$ cat src/rtl/cp0_unit.sv
// Coprocessor 0: exception/interrupt arbitration, SR/Cause/EPC/PRId, eret.
// Optional BadVAddr (reg 8) when CP0_BADVADDR_EN is defined.
module cp0_unit #(
  parameter logic [31:0] PRID = 32'h0BAD_2021
) (
  input  logic        clk,
  input  logic        reset,
  input  logic        we,
  input  logic [4:0]  cp0_addr,
  input  logic [31:0] cp0_wdata,
  output logic [31:0] cp0_rdata,
  input  logic [31:0] vpc,
  input  logic        bd_in,
  input  logic [4:0]  ex_code_in,
  input  logic [31:0] bad_vaddr_in,
  input  logic        eret,
  input  logic [5:0]  hw_int,
  output logic        req,
  output logic [31:0] epc_out
);

  typedef enum logic {
    NORMAL  = 1'b0,
    HANDLER = 1'b1
  } state_t;

  state_t state, state_nx;

  logic [5:0]  im;
  logic        ie;
  logic        bd;
  logic [5:0]  ip;
  logic [4:0]  exc_code;
  logic [31:0] epc;

  logic        exl;
  logic        int_req;
  logic        exc_req;
  logic        sr_we;
  logic        epc_we;
  logic [31:0] epc_new;
  logic [31:0] sr_val;
  logic [31:0] cause_val;

  assign exl     = (state == HANDLER);
  assign int_req = (|(hw_int & im)) & ie & ~exl;
  assign exc_req = (ex_code_in != 5'd0) & ~exl;
  // Held low during reset so the pipeline never redirects mid-reset.
  assign req     = ~reset & (int_req | exc_req);

  assign sr_we   = we && (cp0_addr == 5'd12);
  assign epc_we  = we && (cp0_addr == 5'd14);
  assign epc_new = (bd_in ? vpc - 32'd4 : vpc) & ~32'd3;

  always_comb begin
    state_nx = state;
    if (req) begin
      state_nx = HANDLER;
    end else if (sr_we) begin
      state_nx = (eret || !cp0_wdata[1]) ? NORMAL : HANDLER;
    end else if (eret) begin
      state_nx = NORMAL;
    end
  end

  always_ff @(posedge clk or posedge reset) begin
    if (reset) state <= NORMAL;
    else       state <= state_nx;
  end

  always_ff @(posedge clk or posedge reset) begin
    if (reset) begin
      im       <= '0;
      ie       <= 1'b0;
      bd       <= 1'b0;
      ip       <= '0;
      exc_code <= '0;
      epc      <= '0;
    end else begin
      ip <= hw_int;
      if (req) begin
        bd       <= bd_in;
        exc_code <= int_req ? 5'd0 : ex_code_in;
        epc      <= epc_new;
      end else begin
        if (sr_we) begin
          im <= cp0_wdata[15:10];
          ie <= cp0_wdata[0];
        end
        if (epc_we) epc <= cp0_wdata & ~32'd3;
      end
    end
  end

`ifdef CP0_BADVADDR_EN
  logic [31:0] bad_vaddr;

  always_ff @(posedge clk or posedge reset) begin
    if (reset) begin
      bad_vaddr <= '0;
    end else if (req && !int_req &&
                 (ex_code_in == 5'd4 || ex_code_in == 5'd5)) begin
      bad_vaddr <= bad_vaddr_in;
    end
  end
`else
  logic [31:0] bad_vaddr;
  logic        unused_bad_vaddr;

  assign bad_vaddr        = '0;
  assign unused_bad_vaddr = ^bad_vaddr_in;
`endif

  assign sr_val    = {16'b0, im, 8'b0, exl, ie};
  assign cause_val = {bd, 15'b0, ip, 3'b0, exc_code, 2'b0};

  always_comb begin
    cp0_rdata = '0;
    case (cp0_addr)
      5'd8:    cp0_rdata = bad_vaddr;
      5'd12:   cp0_rdata = sr_val;
      5'd13:   cp0_rdata = cause_val;
      5'd14:   cp0_rdata = epc;
      5'd15:   cp0_rdata = PRID;
      default: cp0_rdata = '0;
    endcase
  end

  assign epc_out = epc_we ? (cp0_wdata & ~32'd3) : epc;

endmodule
$ cat config.mk
export PLATFORM = sky130hd
export DESIGN_NAME = cp0_unit
export DESIGN_NICKNAME = d
export VERILOG_FILES = /design/src/rtl/cp0_unit.sv
export SDC_FILE = /design/constraint.sdc
export NUM_CORES = 1
export LEC_CHECK = 0
export BUFFER_PORTS_ARGS = -buffer_cell sky130_fd_sc_hd__buf_2
export CAP_MARGIN = 30
export CORE_ASPECT_RATIO = 0.75
export CORE_MARGIN = 1.5
export CORE_UTILIZATION = 50
export CTS_CLUSTER_SIZE = 24
export DETAILED_ROUTE_END_ITERATION = 7
export HOLD_SLACK_MARGIN = 0.12
export PLACE_DENSITY = 0.93
export SLEW_MARGIN = 20
export SYNTH_ARGS = -nofsm -noshare
export SYNTH_HDL_FRONTEND = slang
export SYNTH_SLANG_ARGS = --single-unit
$ cat constraint.sdc
create_clock -name clk -period 4.35 [get_ports clk]
set_input_delay 0.87 -clock clk [delete_from_list [all_inputs] [get_ports clk]]
set_output_delay 0.87 -clock clk [all_outputs]
set_load 0.05 [all_outputs]
# After elaboration in Yosys (flattened, before gate mapping)
# Index checks and enable logic that the tools add are counted.
[classes]
mux = 9
addsub = 1
bitwise_logic = 9
n_eq_ne = 4
n_reduce_logical = 8
[ops]
columns = ["operator", "count"]
rows = [
  ["case mux 32 bit (4 select lines)", 1],
  ["2-to-1 mux 32 bit", 3],
  ["subtractor 32 x 3 -> 32 bit (second input constant)", 1],
  ["equality test 5 x 4 -> 1 bit (second input constant)", 4],
  ["AND 6 bit", 1],
  ["OR reduction 6 bit", 1],
  ["2-to-1 mux 5 bit", 1],
  ["nonzero test 5 bit", 1],
  ["AND 1 bit", 4],
  ["2-to-1 mux 1 bit", 4],
  ["NOT 1 bit", 3],
  ["nonzero test 3 bit", 1],
  ["logical AND 1 bit", 2],
  ["AND reduction 2 bit", 1],
  ["zero test 1 bit", 1],
  ["logical OR 1 bit", 1],
  ["bitwise OR 1 bit", 1],
]
[totals]
word_cells = 38
ff_bits = 52
output_inout_bits = 65

# Logic depth before layout (Yosys ltp)
# Gate-level depths: netlist of the first run.
[depth]
depth_word = 8
depth_mapped = 7

# Worst setup path before layout of the first run
# Ideal clock, no wire load.
[synth_timing]
kind = "input-to-output"
start = "input hw_int[1]"
end = "output req"
arrival_ns = 2.675
required_time_ns = 3.480
path_stages = 6
path_slack_ns = 0.805
n_path_buf = 2
cell_sequence = "a22oi_1 > a311oi_1 > nor2_1 > inv_2 > clkbuf_1 > clkbuf_1"
[synth_between]
elab_chain_len = 6
[synth_rtl]
columns = ["item", "line_no", "rtl"]
rows = [
  ["start: declaration", "17", "input logic [5:0] hw_int,"],
  ["AND 6 bit", "46", "assign int_req = (|(hw_int & im)) & ie & ~exl;"],
  ["OR reduction 6 bit", "46", ""],
  ["AND 1 bit (2 in a row)", "46", ""],
  ["bitwise OR 1 bit", "49", "assign req = ~reset & (int_req | exc_req);"],
  ["AND 1 bit", "49", ""],
  ["end: declaration", "18", "output logic req,"],
]
# Every way passes these cells.

# Final worst setup path of the first run
[layout_timing]
start = "input cp0_addr[1]"
end = "output epc_out[7]"
[layout_between]
elab_chain_len = 3
[layout_rtl]
columns = ["item", "line_no", "rtl"]
rows = [
  ["start: declaration", "9", "input logic [4:0] cp0_addr,"],
  ["equality test 5 x 4 -> 1 bit", "52", "assign epc_we = we && (cp0_addr == 5'd14);"],
  ["logical AND 1 bit", "52", ""],
  ["2-to-1 mux 32 bit", "--", ""],
  ["end: declaration", "19", "output logic [31:0] epc_out"],
]
# Every way passes these cells.

==> results list, run 1 <==
* Final sum of negative setup slack: 0 ps
* Final clock skew: about 8.7 ps
- The routed design has 11.2 mm of wire.
- Cell row count: 26
- Sequential-to-total area share from yosys stat: a little over a third
* Type of element capturing the critical path: output port
- Cts-stage hold buffer count: 0
- In this run the tightest slew margin relative to its limit is about half.
* Fraction of the cycle the final worst path needs: 84.5%
- After technology mapping, the gate count stands at 386.
- First-pass GRT wire length: 17.7 mm
- Count of placed standard cells including taps: 610
- The detail route stage leaves a number of antenna-violating nets equal to 0.
- In this run, the clock network consumes 18.8% of the power.
- Buffers from clock root to sink, at most: 2
- The min-delay analysis places its worst path in the category reg -> reg.
* Maximum clock frequency: 272 MHz
- Buffers inserted by post-CTS timing repair: 0
- Initial core utilization: 52.3%
* Peak ir drop on the vdd network: 224 µV
* Gr usage total: 29.4%
- Setup repair after global routing left no endpoint under its margin.
- Summing over every cut layer, the via total after detailed routing is 3709.
* Post-Synth Simple-Gate Area: 27.2%
- Summing the areas of all fa, ha and maj instances in the mapped netlist gives less than 1% of the synthesized area.
- Xor and xnor area share after synthesis: 2.20%
- Of the total power, registers draw 36.6%.
- The root buffer cell chosen for the clock tree is sky130_fd_sc_hd__clkbuf_8.
- Synthesis-to-finish area growth: 25.9%
- Setup slack on the worst reg-to-reg path comes out at approximately 1900 ps.
* Clock tree from TritonCTS: done
- Summed over all cells, the static leakage comes to 0.00208 µW.
* Top post-synthesis cells by area: sky130_fd_sc_hd__dfrtp_1 36%, sky130_fd_sc_hd__mux2_2 5.0%, sky130_fd_sc_hd__mux2_1 4.7%, sky130_fd_sc_hd__a21boi_0 3.8%, sky130_fd_sc_hd__nor4_1 3.7%
* Cell taking the most area after synthesis: sky130_fd_sc_hd__dfrtp_1
- Fill cells in the final layout number 569.
- DIE AREA: 0.00770 mm²
- Largest family of logic cells by synthesized area: simple AND/OR/NAND/NOR gates
- In this run, the combinational gates consume between 40 and 50% of the power.
* Syn Nets: roughly 500
* Net Sw Power: 745 µW
- Clock tree synthesis found a total of 52 sinks.
- Global routing finished with a remaining overflow of 0.
* Count of endpoints failing hold in the final timing report: 0
- In this run, post-CTS repair resized a total of 0 instances.
- Pin count of the biggest net entering global routing: between 40 and 50
* # Max-Cap Violations: 0
- Clock network latency to the later pin of the worst-skew pair: 300 ps
- EDFF count, synth: 0
- In this run the biggest area consumer among cell types represents 36.2% of the synthesized area.
- In this run the horizontal extent of the chip is 101 µm.
- Setup violations remaining at the end of the flow were counted as 0.
- The synthesized design contains 52 register bits.
- CTS H-Tree Depth: 2
- The run finished with clean final reports.
* Port buffer count: 147
- Final HPWL from detailed placement: around 8.5 mm
* Gp weighted congestion: between 0.9 and 1
- Per-cell via count in the routed design: around 6.0
- Each instance of the synthesized netlist takes up on average 9.30 µm².
- In the final routed layout, each cell accounts on average for 18.1 µm.
- First-pass detailed-route iteration total: 5
* Tmin final: 3670 ps
- Pwr Density: between 300 and 400 mW/mm²
- Counting flops with an async set or reset pin after synthesis yields a share of 100%.
- Share of total power consumed by net switching: 42.7%
- Share of layout cells above drive strength 1: 36.5%
* Yosys warning total: 0
- Power Total: 1750 µW
* Critical Path AT: 2800 ps
* Number of antenna violations at the first check in global routing: 0
- Prior to clock tree synthesis, the placed netlist has a worst setup slack of between 700 and 800 ps.
- STA classifies the critical path startpoint as an input pin.
* Chip Height: 76.4 µm
- Number of non-filler instances in the completed layout: 618
- CTS Buf Count: 5
- The tightest hold path in the finished design has a slack of ~500 ps.
- DRC violations left: 0
- After synthesis, the share of cell area in mux cells is between 10% and 20%.
- At the pin with the least slew margin, the transition time is 733 ps.
* I/O pin count: approximately 180
- The final layout contains about 640 nets.
- Max FO, Critical Path: 16
- Via count of the first global-routing pass: between 3000 and 4000
* Post-synth top flop: sky130_fd_sc_hd__dfrtp_1
- The number of antenna diodes in the final layout is 0.
- The final count of pins violating max slew is 0.
* Internal power component: 1000 µW
- The detailed router finished its first iteration with 218 violations.
- After clock tree synthesis, the clock-pin slew on the worst setup and hold paths is 90 ps.
* Required time of the worst setup path: 3480 ps
* Critical path start-end classification: in -> out
- The netlist uses 47 different library cells.
- Cell area after technology mapping: roughly 0.0036 mm²
* Minimum setup slack in the final design: 676 ps
* Floorplan core area: 0.00686 mm²
* Complex-gate fraction of the synthesized area: 18.3%
[logic make-up (layout without fill, tap and decap cells)]
| family | count (synthesis) | count (layout) |
|---|---|---|
| buffers and inverters | 34 | 168 |
| AND/OR/NAND/NOR | 157 | 157 |
| AO/OA/AOI/OAI | 95 | 95 |
| multiplexers | 38 | 38 |
| XOR/XNOR | 9 | 9 |
| flip-flops | 52 | 52 |
| adder cells (fa/ha/maj) | 1 | 1 |
[placed cells by master, fill, tap and decap left out, types with 7 or more instances in the layout]
cell type and instances:
sky130_fd_sc_hd__a21boi_0 18, sky130_fd_sc_hd__a21oi_1 8, sky130_fd_sc_hd__a22oi_1 8, sky130_fd_sc_hd__a31oi_1 19
sky130_fd_sc_hd__and2_1 13, sky130_fd_sc_hd__and3_1 18, sky130_fd_sc_hd__buf_2 147, sky130_fd_sc_hd__buf_4 8
sky130_fd_sc_hd__dfrtp_1 52, sky130_fd_sc_hd__mux2_1 15, sky130_fd_sc_hd__mux2_2 16, sky130_fd_sc_hd__mux2i_1 7
sky130_fd_sc_hd__nor2_1 22, sky130_fd_sc_hd__nor2b_1 8, sky130_fd_sc_hd__nor4_1 21, sky130_fd_sc_hd__o21a_1 9
sky130_fd_sc_hd__o31ai_1 12, sky130_fd_sc_hd__or2_1 19, sky130_fd_sc_hd__or3_1 15, sky130_fd_sc_hd__or4_1 14
[Yosys cell counts (4+ instances only)]
library cell,count
sky130_fd_sc_hd__or4_1,14
sky130_fd_sc_hd__and2_1,13
sky130_fd_sc_hd__or4b_1,4
sky130_fd_sc_hd__o21a_1,9
sky130_fd_sc_hd__clkbuf_1,24
sky130_fd_sc_hd__o21ai_1,4
sky130_fd_sc_hd__a22oi_1,8
sky130_fd_sc_hd__xnor2_1,4
sky130_fd_sc_hd__a21boi_0,18
sky130_fd_sc_hd__or2_1,19
sky130_fd_sc_hd__mux2_1,15
sky130_fd_sc_hd__a22o_1,5
sky130_fd_sc_hd__nor2_1,22
sky130_fd_sc_hd__nor4_1,21
sky130_fd_sc_hd__a21oi_1,8
sky130_fd_sc_hd__and3_1,18
sky130_fd_sc_hd__nor3_1,5
sky130_fd_sc_hd__nand2_1,4
sky130_fd_sc_hd__dfrtp_1,52
sky130_fd_sc_hd__nor2b_1,9
sky130_fd_sc_hd__mux2i_1,7
sky130_fd_sc_hd__mux2_2,16
sky130_fd_sc_hd__or3_1,15
sky130_fd_sc_hd__a31oi_1,19
sky130_fd_sc_hd__xor2_1,5
sky130_fd_sc_hd__o21ai_0,5
sky130_fd_sc_hd__o31ai_1,12
[area by class of cell]
type,instances,area [µm²],area share [%]
Inverter,4,15.0,0.332
Sequential cell,52,1300,28.8
Timing Repair Buffer,156,816,18.1
Clock inverter,2,35.0,0.775
Clock buffer,6,72.6,1.61
Tap cell,98,123,2.71
Multi-Input combinational cell,300,2160,47.7
[per-stage QoR]
stage / area [µm²] / utilization, %
CTS: 4520 / 65.8
finish: 4520 / 65.8
floorplan: 3590 / -
detailed placement: 4410 / 64.3
global placement: 4390 / 64.0
global route: 4520 / 65.8
[critical path, stage by stage]
cell	delay (ps)
sky130_fd_sc_hd__buf_2	330
sky130_fd_sc_hd__and4b_1	320
sky130_fd_sc_hd__and2_1	630
sky130_fd_sc_hd__mux2_1	420
sky130_fd_sc_hd__buf_2	230
[metal layers]
layer	up-vias	routed length, µm	GRT usage, %
met5	-	0	0
met4	0	210	9.58
met3	24	881	3.76
met2	192	5220	48.5
met1	1757	4880	40.0
li1	1736	-	-
[flip-flops by register name (all words and copies together), names as in the netlist]
| name | flops |
|---|---|
| epc | 32 |
| im | 6 |
| ip | 6 |
| exc_code | 5 |
| bd | 1 |
| exl | 1 |
| ie | 1 |
[power groups by stage]
| stage | logic (µW) | clock network [µW] | registers (µW) |
|---|---|---|---|
| 6_report | 778 | 329 | 639 |
| 5_1_grt | 824 | 353 | 652 |
| 4_1_cts | 775 | 333 | 637 |
| 3_5_place_dp | 773 | 0 | 648 |
| 3_3_place_gp | 755 | 0 | 640 |
| 2_1_floorplan | 576 | 0 | 627 |
[final timing paths]
| kind | start | end | depth (start not counted) |
|---|---|---|---|
| min | bd | bd | 1 |
| min reg2reg | bd | bd | 1 |
| max in group asynchronous | reset | exc_code[2] | 3 |
| min in group asynchronous | reset | epc[10] | 2 |
| max | cp0_addr[1] | epc_out[7] | 5 |
| max reg2reg | im[0] | bd | 7 |
No activity file was read; power rests on OpenSTA's default activity.
==> run 2, diff against run 1 <==
CORE_UTILIZATION = 46   (was 50)
PLACE_DENSITY = 0.87   (was 0.93)
clock period = 3.7 ns   (was 4.35 ns; I/O delays follow)
==> run 2 against run 1 <==
  * Sequential share of layout area is 0.18 points lower
  * Global-route usage is 2.5 points lower
  * Non-clock buffer count is 5 higher
  * Worst hold slack better by 3.3 ps
  * Via count is 1.2% higher
  * Flip-flop and latch count stayed put
  * Wire length is 0.85% higher
  * Combinational power is 18% higher
  * First-iteration DRC count is 1.4% higher
  * Clock power is 5% higher
  * Cell area is 0.64% higher
  * Die area is 8.4% higher
==> results list, run 2 (same netlist as run 1, synthesis figures left out) <==
- # Max-Cap Violations: 0
* Max-Slew Margin vs Limit: between 50% and 60%
- Net switching is 44.6% of the power.
- Synthesis-to-finish area growth: 26.7%
- Critical path endpoint: epc_out[5]
- Post-layout nets: 642
* Peak ir drop on the vdd network: 206 µV
- For this block, the routed nets add up to 11.3 mm of wire.
* First-pass GRT wire length: 17.8 mm
- In this run the deepest clock path goes through 2 buffers.
- Buffers inserted by post-CTS timing repair: 0
- Pin count of the biggest net entering global routing: 45
- For this design the ratio of total power to cell area is approximately 440 mW/mm².
* Routed length on met2: 5.23 mm
- I/O pin count: between 150 and 200
- Summed over all failing endpoints, the final setup total negative slack is 0 ps.
- Row generation in the floorplan step produced 27 rows.
- Final Hold Slack: slightly below 500 ps
- Transition time at the pin with the least slew margin: 597 ps
* Register-to-Register Path Depth: 5
- After clock tree synthesis, the repair step resized 0 gates.
* Critical path start-end classification: in -> out
- In this run the number of H-tree levels came out at 2.
- Clock tree synthesis selected as its root buffer the cell sky130_fd_sc_hd__clkbuf_8.
- Reg2Reg Capture Point: im[3]
* Final HPWL from detailed placement: 8.61 mm
* Gp weighted congestion: 0.955
- The analysis attributes to net switching a power of between 800 and 900 µW.
- The min-delay analysis places its worst path in the category in -> async.
* First-pass detailed-route iteration total: 5
- The library cells used most frequently in the layout, excluding fill and tap cells, are 147 x sky130_fd_sc_hd__buf_2, 52 x sky130_fd_sc_hd__dfrtp_1, 22 x sky130_fd_sc_hd__nor2_1, 21 x sky130_fd_sc_hd__nor4_1.
- Setup violations remaining at the end of the flow were counted as 0.
* Max Slew Vio Count: 0
* Fill cell count: around 640
* DRC violations left: 0
- The detailed router finished its first iteration with 221 violations.
- Sequential power share: a little under two fifths
* Metal1 wirelength: between 4 and 5 mm
- The die is ~110 µm wide.
* Largest Register: epc
- Cells with a size suffix above 1 make up 37.3% of the layout.
* Port buffer count: about 150
- The repair_antennas step left the layout with diodes totalling 0.
- The initial utilization of the core area, before any placement, comes to between 40 and 50%.
- The later pin in the worst-skew pair is clocked with a latency of 310 ps.
* Remaining number of nets flagged by the antenna check after routing: 0
- Start point of the critical path: cp0_addr[1]
* Total met3 wirelength after detailed routing: 944 µm
- Based on the critical path, the design can be clocked at up to 322 MHz.
- The hold violation total from the final report was 0.
- Of the available clock period, the critical path in the final layout requires 84.0%.
- Tmin final: 3110 ps
* Internal power component: 1120 µW
* Chip Height: between 70 and 80 µm
- TritonCTS built the clock tree.
- The run finished with clean final reports.
- RSZ-0062 raised after global routing: no
- Total congestion overflow after global routing: 0
* Worst setup slack before clock tree synthesis: 624 ps
- For this design, the CTS-stage hold fixing added 0 buffers.
- The floorplan step defined a die boundary enclosing 0.00835 mm².
- STA classifies the critical path startpoint as an input pin.
- Detailed routing inserted a total of 3753 vias.
* Leading cell type in the layout, fill and taps excluded: sky130_fd_sc_hd__buf_2
* Type of element capturing the critical path: output port
- In the final routed layout, each cell accounts on average for 18.0 µm.
- Across the routed clock network, the largest skew measured is about 13 ps.
* Floorplan core area: 0.00747 mm²
* Gr usage total: a little over a quarter
- Portion of total power attributed to combinational logic: 45.6%
* CTS Buf Count: 5
- Clock slew at the register clock pins of the worst setup and hold paths: 110 ps
- Clock tree synthesis found a total of 52 sinks.
- Critical Path AT: 2370 ps
- Clk pwr share: 17.2%
- Power comes to 2020 µW.
- Worst reg-to-reg setup slack: around 1500 ps
- Required time of the worst setup path: 2960 ps
- Max FO, Critical Path: 10
* Per-cell via count in the routed design: 6.00
- Number of antenna violations at the first check in global routing: 0
* Number of flip-flops in the largest register: 32
- Startpoint of the lowest-slack register-to-register path: im[0]
- Minimum setup slack in the final design: between 500 and 600 ps
* Via count of the first global-routing pass: 3573
- For this design the static power due to leakage is 0.00210 µW.
- Routed signal wires occupy layers up through met4.
* Biggest registers after layout: epc: 32 flops, im: 6 flops, ip: 6 flops
-- run 2: changes by cell type in the layout (fill, tap and decap cells not counted) --
| cell | delta |
|---|---|
| sky130_fd_sc_hd__clkinv_4 | +1 |
| sky130_fd_sc_hd__clkbuf_1 | -1 |
| sky130_fd_sc_hd__bufinv_16 | -1 |
| sky130_fd_sc_hd__buf_4 | +5 |
| sky130_fd_sc_hd__clkinv_2 | -1 |
| sky130_fd_sc_hd__inv_6 | +2 |
-- run 2: worst min path at each step --
stage                   to  cells after the start   startpoint
2_1_floorplan           bd                      1           bd
3_3_place_gp            bd                      1           bd
6_report            epc[1]                      2        reset
4_1_cts             epc[1]                      2        reset
3_5_place_dp   exc_code[3]                      1  exc_code[3]
5_1_grt             epc[1]                      2        reset
-- run 2: routing by layer --
metal,up-vias,GRT usage [%]
li1,1742,-
met1,1806,37.2
met2,189,45.0
met3,16,4.00
met4,0,5.48
met5,-,0
-- run 2: power by group through the flow --
stage	Sequential, µW	Clock [µW]	Combinational, µW
2_1_floorplan	738	0	678
3_3_place_gp	754	0	892
3_5_place_dp	763	0	914
4_1_cts	751	352	916
5_1_grt	764	378	974
6_report	752	346	920
-- run 2: worst max-delay path, stage by stage --
cell	delay, ps
sky130_fd_sc_hd__buf_2	210
sky130_fd_sc_hd__and4b_1	280
sky130_fd_sc_hd__and2_1	280
sky130_fd_sc_hd__buf_4	260
sky130_fd_sc_hd__mux2_1	370
sky130_fd_sc_hd__buf_2	220
-- run 2: through the flow --
stage	instance area [µm²]	instances	utilization (%)
after floorplan	3590	386	-
after global placement	4430	617	59.4
after detailed placement	4450	618	59.6
after CTS	4550	626	60.9
after global routing	4550	626	60.9
final	4550	626	60.9
-- run 2: final cells by class --
| type | count | area (µm²) | area share (%) |
|---|---|---|---|
| tap | 101 | 126 | 2.78 |
| clock buffer | 5 | 68.8 | 1.51 |
| sequential | 52 | 1300 | 28.6 |
| multi-input combinational | 300 | 2160 | 47.4 |
| timing repair buffer | 161 | 853 | 18.8 |
| clock inverter | 3 | 26.3 | 0.578 |
| inverter | 4 | 15.0 | 0.330 |
==> run 3, diff against run 2 <==
CORE_UTILIZATION = 42   (was 46)
PLACE_DENSITY = 0.84   (was 0.87)
clock period = 2.7 ns   (was 3.7 ns; I/O delays follow)
==> run 3 against run 2 <==
  * Total power increased by 47%
  * Core utilization fell by 3.0 points
  * Register-to-register slack got worse by 820 ps
  * Highest routed layer is now met5
  * Critical path type unchanged
  * Largest power group unchanged
==> results list, run 3 (same netlist as run 1, synthesis figures left out) <==
* Post-layout nets: ~650
- Min-Delay Path Class: in -> async
- Tmin final: 2540 ps
- For the pin with the worst max-slew slack, the measured transition is roughly 540 ps.
* Commonest cells after routing, fill and taps aside: 147 x sky130_fd_sc_hd__buf_2, 52 x sky130_fd_sc_hd__dfrtp_1, 22 x sky130_fd_sc_hd__nor2_1, 21 x sky130_fd_sc_hd__nor4_1, 21 x sky130_fd_sc_hd__buf_4
- The final count of pins violating max slew came to 0.
* Share of layout cells above drive strength 1: 38.4%
- Data arrives at the worst endpoint at ~2000 ps.
- Peak ir drop on the vdd network: 301 µV
- CTS Buf Count: 5
- In the global route stage, overall resource usage came out at 25.1%.
* Remaining number of nets flagged by the antenna check after routing: 0
- The root buffer cell chosen for the clock tree is sky130_fd_sc_hd__clkbuf_16.
- Largest Register: epc
* Per-cell via count in the routed design: 5.85
- Iteration-0 DRC Markers: 316
* DRC violations left: 0
- After legalization and detailed placement, the total HPWL measured around 9.0 mm.
- Required time of the worst setup path: 2160 ps
- Setup violations remaining at the end of the flow were counted as 0.
- Kind of launch point of the worst setup path: input pin
- Buffers inserted by post-CTS timing repair: 0
* Count of placed standard cells including taps: 631
* Fraction of the cycle the final worst path needs: 94.0%
- Gates resized during post-CTS repair numbered 0.
- Total congestion overflow after global routing: 0
- Biggest registers after layout: epc: 32 flops, im: 6 flops, ip: 6 flops
* Number of antenna violations at the first check in global routing: 1
* Run status: finished, final reports clean
- Maximum clock frequency: 394 MHz
* Synthesis-to-finish area growth: 30.6%
- Overall power consumption after layout is estimated at slightly below 3000 µW.
- CTS H-Tree Depth: 2
- # Max-Cap Violations: 0
* Critical path start-end classification: in -> out
* Gp weighted congestion: 0.958
- Clock network latency to the later pin of the worst-skew pair: 290 ps
- I/O pin count: around 180
- Setup repair after global routing left no endpoint under its margin.
* Routed wirelength normalized by instance count: around 18 µm
- Fill cell count: 748
* Cell row count: 28
* Max-Slew Margin vs Limit: 63.9%
- Total detailed-routing wirelength: 11.6 mm
- Number of non-filler instances in the completed layout: 639
- Number of flip-flops in the largest register: 32
* Max FO, Critical Path: 11
- Setup slack on the worst reg-to-reg path comes out at 670 ps.
- Dividing total power by cell area gives a power density of 631 mW/mm².
* Clock slew at the register clock pins of the worst setup and hold paths: 80 ps
* Register-to-Register Path Depth: 6
- Leading cell type in the layout, fill and taps excluded: sky130_fd_sc_hd__buf_2
- The number of hold buffers added after CTS was 0.
- Summing all flip-flop and latch instances after layout gives approximately 0.0013 mm².
- Before antenna repair, the detailed router went through 5 iterations.
* Final sum of negative setup slack: 0 ps
- Total via count after detailed routing: approximately 3700
* Leakage: 0.00217 µW
- The number of antenna diodes in the final layout is 0.
- Clock tree synthesis found a total of 52 sinks.
* Port buffer count: 147
* Pin count of the biggest net entering global routing: 45
- The multi-input combinational cells in the finished layout cover a total of 0.00216 mm².
* Initial core utilization: 44.4%
- The die covers 0.00912 mm².
- The via count of the first global-routing pass was 3618.
* Chip Height: just over 80 µm
* Floorplan core area: 0.00809 mm²
- First-pass GRT wire length: 17.9 mm
- Chip width: approximately 110 µm
- For the final database, setup skew stands at about 6.0 ps.
- STA classifies the critical path endpoint as an output port.
- The longest clock path from root to sink contains 2 buffers.
* Count of endpoints failing hold in the final timing report: 0
* Clock tree from TritonCTS: done
run 3: layout make-up:
class / instances / share of cell area (%)
Clock buffer: 5 / 2.67
Clock inverter: 3 / 0.534
Inverter: 4 / 0.320
Multi-Input combinational cell: 300 / 46.0
Sequential cell: 52 / 27.8
Tap cell: 105 / 2.80
Timing Repair Buffer: 170 / 19.9
run 3: through the flow:
step | hold WS (ps) | area, µm² | util [%] | worst slack [ps]
floorplan | 459 | 3590 | - | 56.1
global placement | 474 | 4540 | 56.1 | 33.7
detailed placement | 481 | 4540 | 56.1 | -2.78
CTS | 347 | 4690 | 57.9 | 153
global route | 365 | 4690 | 57.9 | 86.7
finish | 330 | 4690 | 57.9 | 163
run 3: metal layers:
layer	GRT usage (%)	wire, µm	up-vias
met5	0	12	-
li1	-	-	1763
met2	39.7	5440	185
met4	7.56	169	2
met1	35.2	5120	1769
met3	4.00	895	16
run 3: worst paths after layout:
path | endpoint | from
max | epc_out[9] | cp0_addr[4]
min | ie | reset
max reg2reg | im[4] | im[1]
min reg2reg | bd | bd
max in group asynchronous | epc[3] | reset
min in group clk | ip[3] | hw_int[3]
run 3: critical path: stages:
cell and delay [ps]:
sky130_fd_sc_hd__buf_2 100, sky130_fd_sc_hd__and4b_1 350, sky130_fd_sc_hd__and2_1 170, sky130_fd_sc_hd__buf_4 220
sky130_fd_sc_hd__mux2_1 390, sky130_fd_sc_hd__buf_2 230
run 3: report_power, final:
| part | switching [µW] | internal [µW] | leakage (µW) |
|---|---|---|---|
| clock | 308 | 351 | 0.0000708 |
| combinational | 862 | 408 | 0.00149 |
| sequential | 89.3 | 941 | 0.000612 |
